==> src/rtl/parking_pkg.sv <==
// rtl/parking_pkg.sv - shared state encoding and default constants for the parking gate
package parking_pkg;

  typedef enum logic [1:0] {
    ST_IDLE       = 2'd0,
    ST_OPEN_ENTRY = 2'd1,
    ST_OPEN_EXIT  = 2'd2,
    ST_CLOSING    = 2'd3
  } gate_state_t;

  typedef enum logic {
    LANE_ENTRY = 1'b0,
    LANE_EXIT  = 1'b1
  } lane_t;

  localparam int DEF_CAPACITY     = 100;
  localparam int DEF_TIMEOUT      = 1000;
  localparam int DEF_CLOSE_CYCLES = 4;

endpackage

==> src/rtl/occupancy_counter.sv <==
// rtl/occupancy_counter.sv - saturating up/down vehicle counter with full flag
module occupancy_counter (
  input  logic       clk,
  input  logic       rst,
  input  logic       inc,
  input  logic       dec,
  input  logic [7:0] max,
  output logic [7:0] count,
  output logic       full
);

  // Count passes in either direction, pinned to the range 0..max.
  always_ff @(posedge clk or negedge rst) begin
    if (!rst) begin
      count <= 8'd0;
    end else if (inc && !dec && (count < max)) begin
      count <= count + 8'd1;
    end else if (dec && !inc && (count != 8'd0)) begin
      count <= count - 8'd1;
    end
  end

  assign full = (count == max);

endmodule

==> src/rtl/parking_gate_arbiter.sv <==
// rtl/parking_gate_arbiter.sv - single-barrier entry/exit arbiter with timeout and occupancy
module parking_gate_arbiter
  import parking_pkg::*;
#(
  parameter int CAPACITY     = DEF_CAPACITY,
  parameter int TIMEOUT      = DEF_TIMEOUT,
  parameter int CLOSE_CYCLES = DEF_CLOSE_CYCLES
) (
  input  logic       clk,
  input  logic       rst,
  input  logic       entry_req,
  input  logic       exit_req,
  input  logic       pass_sensor,
  output logic       entry_gnt,
  output logic       exit_gnt,
  output logic       open_gate,
  output logic       close_gate,
  output logic       full,
  output logic       timeout_alarm,
  output logic [7:0] occupancy
);

  localparam int WAIT_W  = (TIMEOUT > 2) ? $clog2(TIMEOUT) : 1;
  localparam int CLOSE_W = (CLOSE_CYCLES > 1) ? $clog2(CLOSE_CYCLES + 1) : 1;

  gate_state_t        state, state_d;
  lane_t              last_served;
  logic [WAIT_W-1:0]  wait_cnt;
  logic [CLOSE_W-1:0] close_cnt;
  logic               inc, dec;
  logic               entry_ok;
  logic               wait_done;
  logic               close_done;

  // An entry is only worth granting when there is room for the car.
  assign entry_ok   = entry_req && !full;
  assign wait_done  = (wait_cnt == WAIT_W'(TIMEOUT - 1));
  assign close_done = (close_cnt == CLOSE_W'(CLOSE_CYCLES - 1));

  occupancy_counter u_occupancy (
    .clk   (clk),
    .rst   (rst),
    .inc   (inc),
    .dec   (dec),
    .max   (8'(CAPACITY)),
    .count (occupancy),
    .full  (full)
  );

  // State, counters and round-robin memory; counters restart whenever their state is entered.
  always_ff @(posedge clk or negedge rst) begin
    if (!rst) begin
      state       <= ST_IDLE;
      last_served <= LANE_EXIT;
      wait_cnt    <= '0;
      close_cnt   <= '0;
    end else begin
      state <= state_d;
      if ((state == ST_IDLE) && (state_d == ST_OPEN_ENTRY)) last_served <= LANE_ENTRY;
      if ((state == ST_IDLE) && (state_d == ST_OPEN_EXIT))  last_served <= LANE_EXIT;
      wait_cnt  <= ((state != ST_IDLE) && (state != ST_CLOSING) && (state_d == state))
                   ? wait_cnt + 1'b1 : '0;
      close_cnt <= ((state == ST_CLOSING) && (state_d == ST_CLOSING))
                   ? close_cnt + 1'b1 : '0;
    end
  end

  // Next-state selection and state-decoded barrier/grant outputs.
  always_comb begin
    state_d       = state;
    entry_gnt     = 1'b0;
    exit_gnt      = 1'b0;
    open_gate     = 1'b0;
    close_gate    = 1'b0;
    timeout_alarm = 1'b0;
    inc           = 1'b0;
    dec           = 1'b0;
    case (state)
      ST_IDLE: begin
        if (entry_ok && exit_req) begin
          state_d = (last_served == LANE_EXIT) ? ST_OPEN_ENTRY : ST_OPEN_EXIT;
        end else if (entry_ok) begin
          state_d = ST_OPEN_ENTRY;
        end else if (exit_req) begin
          state_d = ST_OPEN_EXIT;
        end
      end
      ST_OPEN_ENTRY, ST_OPEN_EXIT: begin
        open_gate = 1'b1;
        entry_gnt = (state == ST_OPEN_ENTRY) && (wait_cnt == '0);
        exit_gnt  = (state == ST_OPEN_EXIT) && (wait_cnt == '0);
        if (pass_sensor) begin
          inc     = (state == ST_OPEN_ENTRY);
          dec     = (state == ST_OPEN_EXIT);
          state_d = ST_CLOSING;
        end else if (wait_done) begin
          timeout_alarm = 1'b1;
          state_d       = ST_CLOSING;
        end
      end
      ST_CLOSING: begin
        close_gate = 1'b1;
        if (close_done) state_d = ST_IDLE;
      end
      default: state_d = ST_IDLE;
    endcase
  end

endmodule

==> config.mk <==
export PLATFORM = sky130hd
export DESIGN_NAME = parking_gate_arbiter
export DESIGN_NICKNAME = d
export VERILOG_FILES = /design/src/rtl/parking_pkg.sv /design/src/rtl/occupancy_counter.sv /design/src/rtl/parking_gate_arbiter.sv
export SDC_FILE = /design/constraint.sdc
export NUM_CORES = 1
export LEC_CHECK = 0
export CAP_MARGIN = 30
export CELL_PAD_IN_SITES_DETAIL_PLACEMENT = 0
export CELL_PAD_IN_SITES_GLOBAL_PLACEMENT = 1
export CORE_MARGIN = 2
export CORE_UTILIZATION = 43
export CTS_BUF_LIST = sky130_fd_sc_hd__clkbuf_8 sky130_fd_sc_hd__clkbuf_16
export CTS_CLUSTER_SIZE = 28
export DETAILED_ROUTE_END_ITERATION = 16
export GPL_ROUTABILITY_DRIVEN = 0
export PLACE_DENSITY_LB_ADDON = 0.1
export SLEW_MARGIN = 15
export SYNTH_ARGS = -nofsm -noshare
export SYNTH_HDL_FRONTEND = slang
export SYNTH_SLANG_ARGS = --single-unit
==> constraint.sdc <==
create_clock -name clk -period 3.3 [get_ports clk]
set_input_delay 0.66 -clock clk [delete_from_list [all_inputs] [get_ports clk]]
set_output_delay 0.66 -clock clk [all_outputs]
set_load 0.02 [all_outputs]
---- After elaboration in Yosys (flattened, before gate mapping) ----
Cells that the tools add are included.
operators by class
  add/subtract/negate cells ............... 4
  order comparisons ....................... 1
  eq/ne operators ......................... 11
  mux-type cells .......................... 25
  reductions and logical operators ........ 23
operator list
  cell                   count
  $mux 8                 2
  $mux 2                 7
  $logic_and 1x1->1      13
  $mux 1                 13
  $add 10x1->10 const B  1
  $eq 10x10->1 const B   1
  $logic_not 10->1       1
  $mux 10                1
  $add 8x1->8 const B    1
  $eq 2x2->1 const B     4
  $eq 8x7->1 const B     1
  $lt 8x7->1 const B     1
  $reduce_bool 8->1      1
  $sub 8x1->8 const B    1
  $pmux 2 s3             1
  $reduce_bool 2->1      3
  $eq 2x1->1 const B     2
  $add 3x1->3 const B    1
  $eq 3x2->1 const B     1
  $logic_not 1->1        3
  $mux 3                 1
  $eq 2x2->1             1
  $logic_not 2->1        1
  $ne 2x2->1 const B     1
  $reduce_or 2->1        1
word-level totals
  bits in registers ....................... 24
  input bits .............................. 5
  logic and storage cells ................. 69

---- Depth between registers and ports, before layout ----
Gate-level depths: netlist of the first run.
  depth in word-level cells ............... 10
  depth in mapped cells ................... 11
  mapped depth without buffers ............ 11

---- By module ----
Synthesis of the first run repeated with hierarchy kept, for this count alone.
unflattened totals
  cell total of the unflattened synthesis .. 195
  area, all modules ....................... 1850.5 um2
modules (own cells, without submodules)
  module                times used  cells each  area an instance (um2)  sequential area each (um2)
  parking_gate_arbiter  1           115         1076.0                  401.6
  occupancy_counter     1           80          774.5                   200.2

---- Least setup slack after synthesis of the first run ----
No wires, ideal clock.
  kind .................................... reg2reg
  start point ............................. register state[0]
  end point ............................... register u_occupancy.count[6]
  setup time .............................. 125 ps
  arrival ................................. 2831 ps
  data required time ...................... 3175 ps
  setup slack ............................. 344 ps
  stages on the path, launching flop included .. 11
  path buffers ............................ 0
  cells stage by stage .................... dfrtp_1 inv_1 ha_1 a2111oi_2 inv_1 fa_1 a211oi_1 o21bai_1 a21oi_1 xnor2_1 mux2_2
between the ends
  word-level cells in the longest chain between the ends .. 7
RTL lines
  item                                                RTL line                                                                            RTL
  start: declaration                                  parking_gate_arbiter.sv:26                                                          gate_state_t state, state_d;
  start signal: assignment                            parking_gate_arbiter.sv:58                                                          state <= state_d;
  $eq 2x2->1 / $eq 2x1->1 (equally long branches)     parking_gate_arbiter.sv:78, parking_gate_arbiter.sv:94, parking_gate_arbiter.sv:93
  $mux 1 / $reduce_or 2->1 (equally long branches)    parking_gate_arbiter.sv:92, parking_gate_arbiter.sv:78
  $mux 1                                              parking_gate_arbiter.sv:78                                                          case (state)
  $logic_not 1->1 (on tied branches)                  occupancy_counter.sv:16, occupancy_counter.sv:18
  $logic_and 1x1->1 (on tied branches) (2 in series)  occupancy_counter.sv:16, occupancy_counter.sv:18
  $mux 8 / $reduce_bool 2->1 (equally long branches)  n/a
  end signal: assignment                              occupancy_counter.sv:17                                                             count <= count + 8'd1;
  end signal: assignment                              occupancy_counter.sv:19                                                             count <= count - 8'd1;
  end: declaration                                    occupancy_counter.sv:8                                                              output logic [7:0] count,
Several ways; a longest one is shown, not always the timed one.
A chain may end at the register's enable or synchronous reset.

---- Final worst setup path of the first run ----
  start point ............................. register state[0]
  end point ............................... output exit_gnt
between the ends
  word-level cells in the longest chain between the ends .. 3
RTL lines
  item                                                         RTL line                                                RTL
  $eq 2x1->1 / $eq 2x2->1 (equally long branches)              parking_gate_arbiter.sv:78, parking_gate_arbiter.sv:91
  $reduce_or 2->1 / $logic_and 1x1->1 (equally long branches)  parking_gate_arbiter.sv:78, parking_gate_arbiter.sv:91
  $mux 1 (*)                                                   parking_gate_arbiter.sv:78
  end: declaration                                             parking_gate_arbiter.sv:15                              output logic exit_gnt,
Mark *: on every way between the ends. The rest lies on a longest branch, timed or not.

==> results of run 1 <==
==> layer usage <==
metal,GRT usage [%],part of all wire (%)
met1,23.0,49
met2,31.4,47
met3,2.78,2.1
met4,7.18,1.9
met5,0,0
==> how the worst max path moves through the flow <==
| stage | start | endpoint | slack (ns) | cells after the start |
|---|---|---|---|---|
| 6_report | state[0] | exit_gnt | 0.16 | 6 |
| 5_1_grt | state[0] | exit_gnt | 0.009 | 6 |
| 4_1_cts | state[0] | timeout_alarm | 0.02 | 5 |
| 3_5_place_dp | pass_sensor | u_occupancy.count[7] | 0.07 | 11 |
| 3_3_place_gp | pass_sensor | u_occupancy.count[7] | 0.1 | 10 |
| 2_1_floorplan | state[0] | u_occupancy.count[6] | 0.34 | 10 |
==> cells by family (layout without fill, tap and decap cells) <==
| logic type | count (synthesis) | count (layout) | synth area share (%) |
|---|---|---|---|
| mux | 7 | 7 | 4.91 |
| fa+ha+maj | 15 | 15 | 12.4 |
| flops | 24 | 24 | 38.1 |
| compound gates | 35 | 35 | 15.8 |
| xor+xnor | 15 | 15 | 8.32 |
| buf+inv | 16 | 43 | 4.04 |
| simple gates | 51 | 51 | 16.4 |
==> state kept, by name, indices dropped and copies added, names as in the netlist <==
| signal | flops |
|---|---|
| wait_cnt | 10 |
| u_occupancy.count | 8 |
| close_cnt | 3 |
| state | 2 |
| last_served | 1 |
==> critical path, stage by stage (launching register included) <==
cell             delay (ns)
dfrtp_2                0.43
inv_1                  0.11
ha_1                   0.36
or3b_1                 0.39
nand3b_1               0.18
nor2_1                 0.12
clkdlybuf4s50_1        0.61
==> metrics by stage <==
step | worst slack, ns | total power, mW
after global placement | 0.0992 | 1.66
after global routing | 0.00915 | 2.13
after detailed placement | 0.0748 | 1.69
after CTS | 0.0187 | 1.96
final | 0.157 | 1.94
after floorplan | 0.344 | 1.32
==> synthesized netlist by cell type, drive strengths merged, types with 2 or more instances <==
cell,number
dfrtp,23
nor2,21
ha,14
inv,14
xnor2,10
a21oi,9
o21ai,8
nand3,7
a211oi,6
mux2,6
xor2,5
nand2,4
and3,3
nor4,3
a2111oi,2
a21o,2
nand3b,2
nand4,2
nor2b,2
nor3,2
nor4b,2
o21bai,2
==> power breakdown <==
| group | internal (mW) | switching (mW) | total [mW] |
|---|---|---|---|
| logic | 0.555 | 0.611 | 1.17 |
| registers | 0.385 | 0.124 | 0.510 |
| clock network | 0.162 | 0.100 | 0.263 |
==> cell type report <==
| type | count | share of cell area (%) |
|---|---|---|
| sequential | 24 | 31.2 |
| tap | 48 | 3.10 |
| inverter | 14 | 2.71 |
| multi-input combinational | 123 | 47.2 |
| clock buffer | 3 | 2.13 |
| clock inverter | 1 | 1.55 |
| timing repair buffer | 25 | 12.2 |
==> impl_metrics.toml, run 1 <==
[run_status]
status = "finished clean"

[setup_path]
path_class = "reg -> out"
r2r-end = "u_occupancy.count[7]"
reg2regPathDepth = 11
r2r-start = "state[0]"
arrival_ns = 2.48
crit_path_start_kind = "register"
r2r_slack_ns = 0.44
cp-end-kind = "primary output"
worstPathRequired_ns = 2.64
worst-path-max-fanout = 7

[drt]
via_per_inst = 5.32
drt_iter0_drc = 55
avgRoutedWirePerCell_um = 13.6
drtPass1Iterations = 6
wirelength_um = 3240
drc = 0
postRouteAntennaNets = 0
num_vias = 1267

[logic_synthesis]
yosys_warnings = 0
synth_area_sq_um = 1580
synth_cell_types = 36
synth_fp_nets = 183
ys_ff_latch = 24
yosysTopAreaCell = "dfrtp_1"
postSynthAreaPerCell_sq_um = 9.69
synth_area_leaders = "dfrtp_1, ha_1, xnor2_1, nor2_1, mux2_2"
synth-edff-count = 0
synthArstFlopShare_pct = 100
ys_seq_area_share_pct = 38.1
synth_flop_cell = "dfrtp_1"
syn_inst = 163
synth_top_area_share_pct = 36.5

[power]
power_density_nw_per_um2 = 1000
p_leak_nw = 0.830
peakVddDrop_mv = 0.505

[sta]
fin_crit_ns = 3.14
tightest_slew_ns = 0.607
setup_viol = 0
maxSlewViolCount = 0
fin_setup_tns_ns = 0
fin_skew_ns = 0.00314
fin_crit_sh_pct = 95.2
hold_ws_ns = 0.439
maxSlewHeadroom_pct = 59.4
rsz0062_at_grt = "false"
hold_violations = 0
fmax_ghz = 0.318

[floorplan]
num_rows = 22
die-area_sq_um = 4170
ioPinCount = 19
core-area_sq_um = 3610
die_h_um = 64.6
die_w_um = 64.6
start_util_pct = 43.8

[grt]
grt_usage_pct = 18.3
grt_start_max_net_pins = 25
grt_pass1_vias = 1331
grt.overflow.total = 0
grt_antenna_before_repair = 0
grt_pass1_wl_um = 5930

[clocking]
cts_tree = "built"
htreeDepth = 1
post_cts_resized = 0
clk_pin_slew_ns = 0.09
cts_buffer_depth = 2
post-cts-setup-buffer-count = 0
cts_sinks = 24
cts_hold_buf = 0
clock_latency_ns = 0.27
numCtsBuffers = 3
clockRootBuffer = "clkbuf_8"

[layout]
layout_common_cells = "dfrtp_1, nor2_1, clkdlybuf4s50_1, inv_1, ha_1"
multi_input_area_sq_um = 913
n_antenna_cell = 0
layout.nets = 211
layout_commonest_cell = "dfrtp_1"
utilization_pct = 53.7
design_area_sq_um = 1940
drive_gt1_share_pct = 11.6
fill_cells = 346
layout.cells.non_filler = 238
area_growth_pct = 22.6
regArea_sq_um = 603

[min_path]
hold_depth = 1
hp-class = "reg -> reg"
min_to = "close_cnt[0]"
min_from = "close_cnt[0]"

[job]
max_cap_violations = 0

[placed_design]
place_inst = 234
dp_hpwl_um = 2470
dpl-instance-area_sq_um = 1860
portBuffers = 18
Power figures use the tool's default switching activity.
==> run 2, diff against run 1 <==
- CELL_PAD_IN_SITES_DETAIL_PLACEMENT: 0 -> 1
- DONT_BUFFER_PORTS: not set -> 1
==> run 2 against run 1 <==
Non-clock buffer count shrank 19. Count of clock-buffer cells in the layout grew 1. Hold slack got worse by 0.36 ns. Core utilization fell by 5.4 points. Global-route usage increased by 1.3 points.
==> impl_metrics.toml, run 2 (synthesis results as in run 1) <==
[power]
power_density_nw_per_um2 = 1020
peakVddDrop_mv = 0.458
p_leak_nw = 0.734

[setup_path]
critPathLaunch = "state[0]"
worstPathCellList = "inv_1 > ha_1 > buf_4 > or3b_1 > nand3b_1 > nor2_1"
arrival_ns = 2.42
r2r-end = "u_occupancy.count[6]"
reg2regPathDepth = 10
r2r-start = "state[0]"
worstPathRequired_ns = 2.64
r2r_slack_ns = 0.33
path_class = "reg -> out"
slowest_delay_ns = 0.49
cp-end-kind = "primary output"
worst-path-max-fanout = 8
crit_end = "exit_gnt"
crit_path_start_kind = "register"
cpMaxStageDelayCell = "dfrtp_1"

[layout]
layout_common_cells = "dfrtp_1, nor2_1, ha_1, inv_1, xnor2_1"
regArea_sq_um = 602
top_register = "wait_cnt"
area_growth_pct = 10.2
utilization_pct = 48.3
layout_commonest_cell = "dfrtp_1"
multi_input_area_sq_um = 926
top_regs = "wait_cnt: 10 flops, u_occupancy.count: 8 flops, close_cnt: 3 flops"
design_area_sq_um = 1740
n_antenna_cell = 0
layout.nets = 192
drive_gt1_share_pct = 12.3
largest_register_ffs = 10
fill_cells = 420

[sta]
setup_viol = 0
hold_ws_ns = 0.0786
fin_skew_ns = 0.00386
maxSlewViolCount = 0
fmax_ghz = 0.325
fin_setup_tns_ns = 0
maxSlewHeadroom_pct = 58.2
hold_violations = 0
fin_crit_ns = 3.08
tightest_slew_ns = 0.618
fin_crit_sh_pct = 93.2
rsz0062_at_grt = "false"

[drt]
wirelength_um = 3690
num_vias = 1229
via_per_inst = 5.61
drtPass1Iterations = 4
postRouteAntennaNets = 0
drt_iter0_drc = 37
drc = 0
avgRoutedWirePerCell_um = 16.9

[placed_design]
portBuffers = 0
dp_hpwl_um = 2920
dpl-instance-area_sq_um = 1670

[floorplan]
die_h_um = 64.6
num_rows = 22
die-area_sq_um = 4170
die_w_um = 64.6
ioPinCount = 19
core-area_sq_um = 3610
start_util_pct = 43.8

[clocking]
post_cts_resized = 0
cts_sinks = 24
post-cts-setup-buffer-count = 0
clock_latency_ns = 0.26
clk_pin_slew_ns = 0.08
cts_hold_buf = 0
cts_tree = "built"
htreeDepth = 1
cts_buffer_depth = 2
numCtsBuffers = 3
clockRootBuffer = "clkbuf_8"

[grt]
grt_pass1_wl_um = 6290
grt_pass1_vias = 1328
grt_start_max_net_pins = 25
grt_usage_pct = 19.6
grt_antenna_before_repair = 0
grt.overflow.total = 0

[job]
max_cap_violations = 0

[min_path]
hp-class = "in -> async"

[run_status]
status = "finished clean"
==> run 2: worst max-delay path, delay by kind of cell (launching register included) <==
| kind | cells | cell delay [ns] |
|---|---|---|
| fa+ha+maj | 1 | 0.36 |
| buf+inv | 2 | 0.34 |
| simple gates | 3 | 0.95 |
| flops | 1 | 0.49 |
==> run 2: worst min path at each step <==
stage / cells past startpoint / startpoint / endpoint
after floorplan: 0 / rst / close_cnt[0]
after global placement: 0 / rst / state[0]
after detailed placement: 0 / rst / wait_cnt[7]
after CTS: 0 / rst / u_occupancy.count[6]
after global routing: 0 / rst / u_occupancy.count[6]
final: 0 / rst / u_occupancy.count[1]
==> run 2: where the power goes <==
part	total, mW	switching, mW	internal, mW
Combinational	1.05	0.615	0.440
Sequential	0.525	0.142	0.383
Clock	0.198	0.0918	0.106
==> run 2: area by class of cell <==
class | instances | area share, %
multi-input cells | 123 | 53.2
well taps | 48 | 3.45
inverters | 14 | 3.02
repair buffers | 6 | 2.59
flip-flops and latches | 24 | 34.6
clock buffers | 4 | 3.16
==> run 2: layer usage <==
metal | part of all wire (%) | track usage (%) | wire [um]
met2 | 53 | 36.3 | 1970
met4 | 0.41 | 3.72 | 15
met5 | 0 | 0 | 0
met1 | 43 | 23.1 | 1590
met3 | 3.2 | 4.51 | 118
==> run 2: per-stage QoR <==
stage                     cells  setup WS [ns]  power, mW
final                       219          0.224       1.78
after global routing        219         0.0856       1.94
after CTS                   219          0.156       1.78
after detailed placement    215          0.179       1.58
after global placement      215          0.313       1.54
after floorplan             163          0.344       1.32
==> run 3, diff against run 2 <==
- clock period: 3.3 -> 3.4 ns (I/O delays scaled with it)
==> run 3 against run 2 <==
Global-route usage decreased by 0.53 points. Non-clock buffer count shrank 3. Largest cell class unchanged. First-iteration DRC count rose by 78%. Clock power is 3% higher. Clock skew shrank 0.00079 ns. Cell count is 1.4% lower. Die area did not move. Sequential power up 5.1%.
==> impl_metrics.toml, run 3 (synthesis results as in run 1) <==
[sta]
fin_skew_ns = 0.00307
hold_violations = 0
maxSlewViolCount = 0
fmax_ghz = 0.321
fin_setup_tns_ns = 0
rsz0062_at_grt = "false"
tightest_slew_ns = 0.676
setup_viol = 0
layout_setup_ws_ns = 0.288
maxSlewHeadroom_pct = 54.3
fin_crit_sh_pct = 91.5
fin_crit_ns = 3.11

[setup_path]
cp.depth = 10
crit_path_start_kind = "register"
path_delay_family = "compound AO/OA/AOI/OAI gates"
arrival_ns = 3.27
r2r-end = "u_occupancy.count[7]"
critPathLaunch = "state[0]"
worst-path-max-fanout = 7
worstPathRequired_ns = 3.55
worstPathCellList = "inv_1 > ha_1 > a2111oi_2 > inv_2 > ha_1 > a211oi_1 > o21bai_1 > a211oi_1 > o221ai_1 > xor2_1"
cpMaxStageDelayCell = "a2111oi_2"
reg2regPathDepth = 10
r2r-start = "state[0]"
slowest_delay_ns = 0.49
path_class = "reg -> reg"
critPathBufInv = 2
r2r_slack_ns = 0.29
crit_end = "u_occupancy.count[7]"
cp-end-kind = "register"

[drt]
num_vias = 1204
wirelength_um = 3600
avgRoutedWirePerCell_um = 16.6
drt_iter0_drc = 66
via_per_inst = 5.57
drtPass1Iterations = 4
drc = 0
postRouteAntennaNets = 0

[layout]
fill_cells = 420
drive_gt1_share_pct = 10.7
top_register = "wait_cnt"
n_antenna_cell = 0
multi_input_area_sq_um = 913
layout.nets = 189
layout_common_cells = "dfrtp_1, nor2_1, ha_1, inv_1, xnor2_1"
area_growth_pct = 8.00
regArea_sq_um = 602
layout_commonest_cell = "dfrtp_1"
largest_register_ffs = 10
layout.cells.non_filler = 216
top_regs = "wait_cnt: 10 flops, u_occupancy.count: 8 flops, close_cnt: 3 flops"

[grt]
grt_pass1_vias = 1322
grt.overflow.total = 0
grt_antenna_before_repair = 0
grt_pass1_wl_um = 6060
grt_usage_pct = 19.0
grt_start_max_net_pins = 25

[job]
max_cap_violations = 0

[floorplan]
start_util_pct = 43.8
ioPinCount = 19
die-area_sq_um = 4170
core-area_sq_um = 3610
num_rows = 22
die_h_um = 64.6
die_w_um = 64.6

[clocking]
cts_hold_buf = 0
numCtsBuffers = 3
cts_sinks = 24
cts_tree = "built"
clockRootBuffer = "clkbuf_8"
htreeDepth = 1
clk_pin_slew_ns = 0.09
post-cts-setup-buffer-count = 0
cts_buffer_depth = 2
clock_latency_ns = 0.27

[placed_design]
portBuffers = 0
pre_cts_slack_ns = 0.240
place_inst = 212
dp_hpwl_um = 2810

[power]
p_leak_nw = 0.719
power_density_nw_per_um2 = 984
peakVddDrop_mv = 0.506

[run_status]
status = "finished clean"

[min_path]
hp-class = "in -> async"
==> run 3: per-layer routing <==
metal  wire length, um  track usage (%)  vias to the layer above
li1                  -                -                      590
met1              1640             23.3                      593
met2              1800             32.7                       13
met3                95             3.99                        8
met4                59             7.71                        0
met5                 0                0                        -
==> run 3: area by class of cell <==
type	count	area share, %
Tap cell	48	3.52
Timing Repair Buffer	3	1.32
Inverter	14	3.08
Clock buffer	4	3.23
Sequential cell	24	35.3
Multi-Input combinational cell	123	53.6
==> run 3: how the worst min path moves through the flow <==
stage                               to  start  cells after the start
final                         state[1]    rst                      0
after global routing          state[1]    rst                      0
after CTS                     state[1]    rst                      0
after detailed placement      state[1]    rst                      0
after global placement        state[1]    rst                      0
after floorplan           close_cnt[0]    rst                      0
==> run 3: stage by stage <==
step           utilization, %  total power, mW  hold WS (ns)  instance area [sq um]
6_report                 47.3             1.68        0.0886                   1710
3_5_place_dp             45.8             1.49         0.385                   1650
3_3_place_gp             45.8             1.46         0.385                   1650
2_1_floorplan               -             1.28         0.384                   1580
4_1_cts                  47.3             1.70        0.0845                   1710
5_1_grt                  47.3             1.82        0.0737                   1710
==> run 3: where the power goes <==
| group | total, mW | switching [mW] | internal [mW] |
|---|---|---|---|
| registers | 0.552 | 0.181 | 0.372 |
| clock network | 0.203 | 0.0992 | 0.104 |
| logic | 0.923 | 0.526 | 0.397 |
==> run 3: worst register-to-register path: stages (launching register included) <==
cell and delay (ns):
dfrtp_1 0.47, inv_1 0.12, ha_1 0.33, a2111oi_2 0.49, inv_2 0.18, ha_1 0.34
a211oi_1 0.25, o21bai_1 0.14, a211oi_1 0.30, o221ai_1 0.19, xor2_1 0.18
==> run 3: what timing repair did <==
action                                  in CTS  in global routing
endpoints found under the hold margin        0                  0
gates resized for setup                      0                  1
endpoints found under the setup margin       0                  1
